### config.mk
export PLATFORM = sky130hd
export DESIGN_NAME = prog_counter
export DESIGN_NICKNAME = d
export VERILOG_FILES = /design/src/rtl/prog_counter_pkg.sv /design/src/rtl/tick_gen.sv /design/src/rtl/prog_counter.sv
export SDC_FILE = /design/constraint.sdc
export NUM_CORES = 1
export LEC_CHECK = 0
export CORE_ASPECT_RATIO = 1.1
export CORE_MARGIN = 2
export CORE_UTILIZATION = 44
export CTS_CLUSTER_SIZE = 10
export DETAILED_ROUTE_END_ITERATION = 10
export PLACE_DENSITY = 0.78
export SETUP_SLACK_MARGIN = 0.15
export SYNTH_ARGS = -nofsm -noshare
export SYNTH_HDL_FRONTEND = slang
export SYNTH_SLANG_ARGS = --single-unit
### constraint.sdc
create_clock -name clk -period 2.1 [get_ports clk]
set_clock_uncertainty 0.05 [all_clocks]
set_input_delay 0.42 -clock clk [delete_from_list [all_inputs] [get_ports clk]]
set_output_delay 0.42 -clock clk [all_outputs]
set_load 0.02 [all_outputs]
### src/rtl/prog_counter_pkg.sv
// Shared mode encodings for the programmable counter.
package prog_counter_pkg;

   typedef enum logic [1:0] {
      MODE_WRAP    = 2'b00,
      MODE_SAT     = 2'b01,
      MODE_ONESHOT = 2'b10,
      MODE_RSVD    = 2'b11
   } mode_e;

endpackage

### src/rtl/tick_gen.sv
// Prescaler: emits a tick every div+1 enabled cycles.
module tick_gen #(
   parameter int PRE_W = 4
) (
   input  logic             clk,
   input  logic             rst,
   input  logic             clr,
   input  logic             en,
   input  logic [PRE_W-1:0] div,
   output logic             tick
);

   localparam logic [PRE_W-1:0] ONE = PRE_W'(1);

   logic [PRE_W-1:0] pre_q, pre_d;

   assign tick = en && (pre_q == div);

   // A shrunken div lets pre_q run past it and wrap at all-ones.
   always_comb begin
      pre_d = pre_q;
      if (clr) begin
         pre_d = '0;
      end else if (en) begin
         pre_d = tick ? '0 : pre_q + ONE;
      end
   end

   always_ff @(posedge clk or negedge rst) begin
      if (!rst) pre_q <= '0;
      else      pre_q <= pre_d;
   end

endmodule

### src/rtl/prog_counter.sv
// Up/down counter with prescaler, wrap/saturate/one-shot modes.
module prog_counter
   import prog_counter_pkg::*;
#(
   parameter int WIDTH = 8,
   parameter int PRE_W = 4
) (
   input  logic             clk,
   input  logic             rst,
   input  logic             init,
   input  logic             load,
   input  logic [WIDTH-1:0] load_val,
   input  logic             cntEn,
   input  logic             up,
   input  logic [WIDTH-1:0] mod_max,
   input  logic [1:0]       mode,
   input  logic [PRE_W-1:0] pre_div,
   output logic [WIDTH-1:0] cnt,
   output logic             tc,
   output logic             done
);

   localparam logic [WIDTH-1:0] ONE = WIDTH'(1);

   logic [WIDTH-1:0] cnt_q, cnt_d;
   logic             tc_q, tc_d;
   logic             done_q, done_d;
   logic             tick;
   logic             term;
   mode_e            mode_s;

   assign mode_s = mode_e'(mode);

   tick_gen #(.PRE_W(PRE_W)) u_tick (
      .clk  (clk),
      .rst  (rst),
      .clr  (init | load),
      .en   (cntEn & ~done_q),
      .div  (pre_div),
      .tick (tick)
   );

   assign term = up ? (cnt_q >= mod_max) : (cnt_q == '0);

   always_comb begin
      cnt_d  = cnt_q;
      tc_d   = 1'b0;
      done_d = done_q;
      if (init) begin
         cnt_d  = '0;
         done_d = 1'b0;
      end else if (load) begin
         cnt_d  = load_val;
         done_d = 1'b0;
      end else if (tick) begin
         if (term) begin
            tc_d = 1'b1;
            unique case (mode_s)
               MODE_WRAP,
               MODE_RSVD:    cnt_d  = up ? '0 : mod_max;
               MODE_SAT:     cnt_d  = cnt_q;
               MODE_ONESHOT: done_d = 1'b1;
               default:      cnt_d  = cnt_q;
            endcase
         end else begin
            cnt_d = up ? cnt_q + ONE : cnt_q - ONE;
         end
      end
   end

   always_ff @(posedge clk or negedge rst) begin
      if (!rst) begin
         cnt_q  <= '0;
         tc_q   <= 1'b0;
         done_q <= 1'b0;
      end else begin
         cnt_q  <= cnt_d;
         tc_q   <= tc_d;
         done_q <= done_d;
      end
   end

   assign cnt  = cnt_q;
   assign tc   = tc_q;
   assign done = done_q;

endmodule
Word-level counts from Yosys, hierarchy flattened
Index checks and enable logic that the tools add are counted.
- register bits: 14
- word-level logic and storage cells: 45
- $add $sub $neg: 3
- magnitude comparators: 1
- equal/unequal tests: 4
- mux-type cells: 20
- bitwise operators: 3
- reductions and logical operators: 10
- operator list (kind ; number):
    two-way mux 8 bit ; 7
    two-way mux 4 bit ; 3
    two-way mux 1 bit ; 10
    nonzero test 3 bit ; 3
    adder 8 x 1 -> 8 bit (second input constant) ; 1
    >= comparator 8 bit ; 1
    logical NOT 8 bit ; 1
    subtractor 8 x 1 -> 8 bit (second input constant) ; 1
    adder 4 x 1 -> 4 bit (second input constant) ; 1
    == test 2 bit (second input constant) ; 2
    == test 4 bit ; 1
    != test 4 x 3 -> 1 bit (second input constant) ; 1
    AND reduction 3 bit ; 1
    logical NOT 2 bit ; 1
    AND reduction 2 bit ; 1
    nonzero test 2 bit ; 1
    OR reduction 2 bit ; 1
    AND 1 bit ; 1
    logical AND 1 bit ; 1
    inverter 1 bit ; 1
    bitwise OR 1 bit ; 1

Depth between registers and ports, before layout
- depth in word-level cells: 7
- depth in mapped cells: 10
- depth with buffers taken out: 8

By module
A second synthesis with hierarchy kept.
- cell total of the unflattened synthesis: 170
- area, all modules: 1406.3 um^2
- by module, submodules not included (module ; times used ; cells an instance ; area each (um^2) ; sequential area each (um^2)):
    prog_counter ; 1 ; 144 ; 1136.1 ; 250.2
    tick_gen ; 1 ; 26 ; 270.3 ; 100.1

Worst setup path before layout
Ideal clock, no wire load.
- path type: reg2reg
- start point: register cnt_q[3] (netlist: cnt[3])
- end point: register cnt_q[2] (netlist: cnt[2])
- data arrival time: 2.124 ns
- data required time: 1.912 ns
- path slack: -0.212 ns
- cell stages (with the launch flop): 8
- buffers on the path: 1
- clock period less this slack: 2.312 ns
- cell sequence: dfrtp_1 -> or4_4 -> nor4_4 -> or2_1 -> buf_4 -> nand2_2 -> a221oi_1 -> o41ai_1
- cells in the longest elaborated chain, start to end: 6
- RTL lines (what ; RTL line ; source):
    start, declared ; prog_counter.sv:25 ; logic [WIDTH-1:0] cnt_q, cnt_d;
    start signal, assigned ; prog_counter.sv:77 ; cnt_q <= cnt_d;
    >= comparator 8 bit or logical NOT 8 bit (tied branches) ; prog_counter.sv:43 ; assign term = up ? (cnt_q >= mod_max) : (cnt_q == '0);
    two-way mux 1 bit (*) ; prog_counter.sv:43 ;
    two-way mux 8 bit ; prog_counter.sv:56 ; if (term) begin
    two-way mux 8 bit ; prog_counter.sv:55 ; end else if (tick) begin
    two-way mux 8 bit ; prog_counter.sv:52 ; end else if (load) begin
    two-way mux 8 bit ; prog_counter.sv:49 ; if (init) begin
Every way passes the cells marked *; elsewhere a longest branch is shown, timed or not. The select of a mux whose other input is x is not followed.
A chain may end at the register's enable or synchronous reset.

Worst setup path in the final report
- start point: register cnt_q[3] (netlist: cnt[3])
- end point: register cnt_q[0] (netlist: cnt[0])
The elaborated chain is that of the path after synthesis.

==> metrics <==
DRC viols 0; Rows 21; Slew @ Worst Pin 644.0 ps; DR WL/cell 18.68 um; flop2flop setup slack -260 ps; status complete, but fails checks; DR iter-0 viols 68; Final min period 2357 ps; CP cell instances ha_2 -> or4_1 -> a221o_1 -> a31o_4 -> buf_6 -> o31ai_2; largest net degree at the start of global routing 18; PwrDens 610.0 nW/um2; clock buffer depth 2; Vias per Instance 5.910; RSZ-0062 raised after global routing true; Clock power frac 13.9%; Yosys warning count 0; vias in the first global route 1630; Hold Path Class primary input to asynchronous set/reset pin; #FFs+latches synth 14; IO Pins 38; synth cell count leaders ha_1 (16), nand2_1 (16), dfrtp_1 (14); Switching Fraction 39.08%; die width 57.40 um; main flop type after synthesis dfrtp_1; Synth cell types 44; DR pass1 iterations 6; Net Count, Synth 202; sequential area share after synthesis 25.39%; post-synth top area share 25.39%; Post-synth EDFFs 0; Final nets 290; final worst slack -256.7 ps; area leader, netlist dfrtp_1; met1 Use GR 29.92%; post-synthesis average cell area 8.790 um2; Worst-path clk slew 90 ps; CP Capture Type register; final setup fails 10; Pleak 0.001088 uW; end of the worst register-to-register path cnt[0]; # fillers 208; Async SR Flop Fraction 100.0%; Final Hold Vio Count 0; antenna violations before repair 0; Worst setup SP type register; area of the mapped netlist 1380 um2; Peak VDD IR 0.0004665 V; Core Util, Final 77.85%; height of the die 62.74 um; first-pass GRT wire length 7.541 mm; # Max-Cap Violations 0; Critical Path Max Stage Delay 490 ps; antenna cells 0; Mapped Cells 157; crit share post-route 112.2%; Layout area overhead 70.44%; DIE AREA 3601 um2; number of CTS-inserted buffers 3; hold buffer count at CTS 0; Worst-Skew Late Latency 280 ps; GR peak layer met2; clock tree from TritonCTS done; Comb pwr share 62.5%; Internal Pwr Total 874.1 uW; post-DP HPWL 3.248 mm; WL final 5.193 mm; Reg power frac 23.5%; vias post-DR 1643; met2 Usage GRT 50.71%; R2R depth 6; Peak Freq 424.3 MHz; H-tree depth 1; Synth area leaders dfrtp_1 (25%), ha_1 (15%), nor2b_1 (4.5%), nand2_1 (4.4%), xnor2_1 (3.8%); Slew Viols, Final 0; total gr overflow 0; Critical Path Fanout Max 7; CTS Sinks 14; Slowest-stage cell, CP or4_1; Routed Antenna Nets 0; IO buf count 37; Setup TNS -1781 ps; relative slew slack 56.93%; Initial Util 45.67%; core area 3022 um2; share of cells above drive strength 1 36.89%; kind of critical path register to register; failing checks setup timing; CTS Root Cell clkbuf_4; all-layer global routing usage 26.97%; Worst R2R Start cnt[3]; routing usage on met3 3.520%; Worst Path Required 2230 ps; Switching Power 560.8 uW; RePlAce Congestion 0.7952; crit path DAT 2490 ps
==> through the flow <==
stage	instance area, um2	hold WS (ps)	instances	power, uW	worst slack, ps
2_1_floorplan	1391	74.41	157	710.5	-166.3
4_1_cts	2218	504.6	273	1292	-179.9
3_3_place_gp	2048	482.5	260	1009	-699.6
3_5_place_dp	2048	521.7	260	1035	-752.8
5_1_grt	2352	532.1	278	1510	-321.5
6_report	2352	473.1	278	1435	-256.7
==> cell families (layout without fill, tap and decap cells) <==
logic type	count (synthesis)	after routing	synth area share, %
and+or+nand+nor	52	52	19.95
adders and majority gates	17	17	15.96
DFF	14	14	25.39
AOI/OAI and AO/OA	45	45	26.38
xor gates and xnor gates	10	10	6.346
buffers and inverters	19	106	5.984
==> registers in the layout, indices dropped and copies added, names as in the netlist <==
signal	count
cnt	8
done	1
u_tick.pre_q	4
tc	1
==> how the worst max path moves through the flow <==
stage / to / cells past startpoint / startpoint
6_report: cnt[0] / 6 / cnt[3]
5_1_grt: cnt[3] / 7 / cnt[3]
4_1_cts: cnt[5] / 6 / cnt[4]
3_5_place_dp: cnt[7] / 10 / up
3_3_place_gp: cnt[7] / 10 / up
2_1_floorplan: cnt[6] / 8 / cnt[3]
==> power by group through the flow <==
stage          Sequential [uW]  Clock [uW]  Combinational [uW]
4_1_cts                    332         196                 765
3_3_place_gp               334           0                 676
5_1_grt                    341         212                 958
6_report                   338         200                 897
3_5_place_dp               334           0                 701
2_1_floorplan              369           0                 341
==> placed cells by master, fill, tap and decap left out, types with 2 or more instances in the layout <==
cell / n
dlygate4sd2_1: 11
dfrtp_2: 4
xor2_1: 4
a21o_1: 3
inv_2: 4
clkdlybuf4s50_1: 24
nand3_1: 2
nand2_1: 16
a21oi_2: 2
nor3_1: 4
a21oi_1: 5
o21ai_1: 2
ha_4: 2
nor2b_1: 9
o41ai_4: 2
buf_4: 42
inv_1: 10
ha_2: 6
o21ai_0: 6
dfrtp_1: 10
ha_1: 8
o21a_1: 3
o41ai_1: 4
a221oi_1: 3
clkbuf_4: 3
or3_1: 2
nor2_1: 8
buf_6: 9
xnor2_1: 5
==> what timing repair did <==
action / CTS / global route
setup buffers: 9 / 5
endpoints found under the setup margin: 12 / 13
pin swaps: 14 / 4
gates resized for setup: 30 / 24
==> routing by layer <==
metal,vias to the layer above,part of all wire (%)
met2,73,53
li1,756,-
met5,-,0
met1,796,37
met4,0,4.7
met3,18,5.5
==> critical path: cells and delay by family (launching register included) <==
| kind | cells | cell delay [ps] |
|---|---|---|
| DFF | 1 | 450 |
| and+or+nand+nor | 1 | 490 |
| AOI/OAI and AO/OA | 3 | 920 |
| adders and majority gates | 1 | 190 |
| buffers and inverters | 1 | 150 |
==> final cells by class <==
class | count | area (um2) | share of cell area [%]
clock buffer | 4 | 36.28 | 1.543
inverter | 14 | 52.55 | 2.234
multi-input combinational | 124 | 1090 | 46.33
sequential | 14 | 355.3 | 15.11
tap | 34 | 42.54 | 1.809
timing repair buffer | 88 | 775.7 | 32.98
No activity file was read; power rests on OpenSTA's default activity.
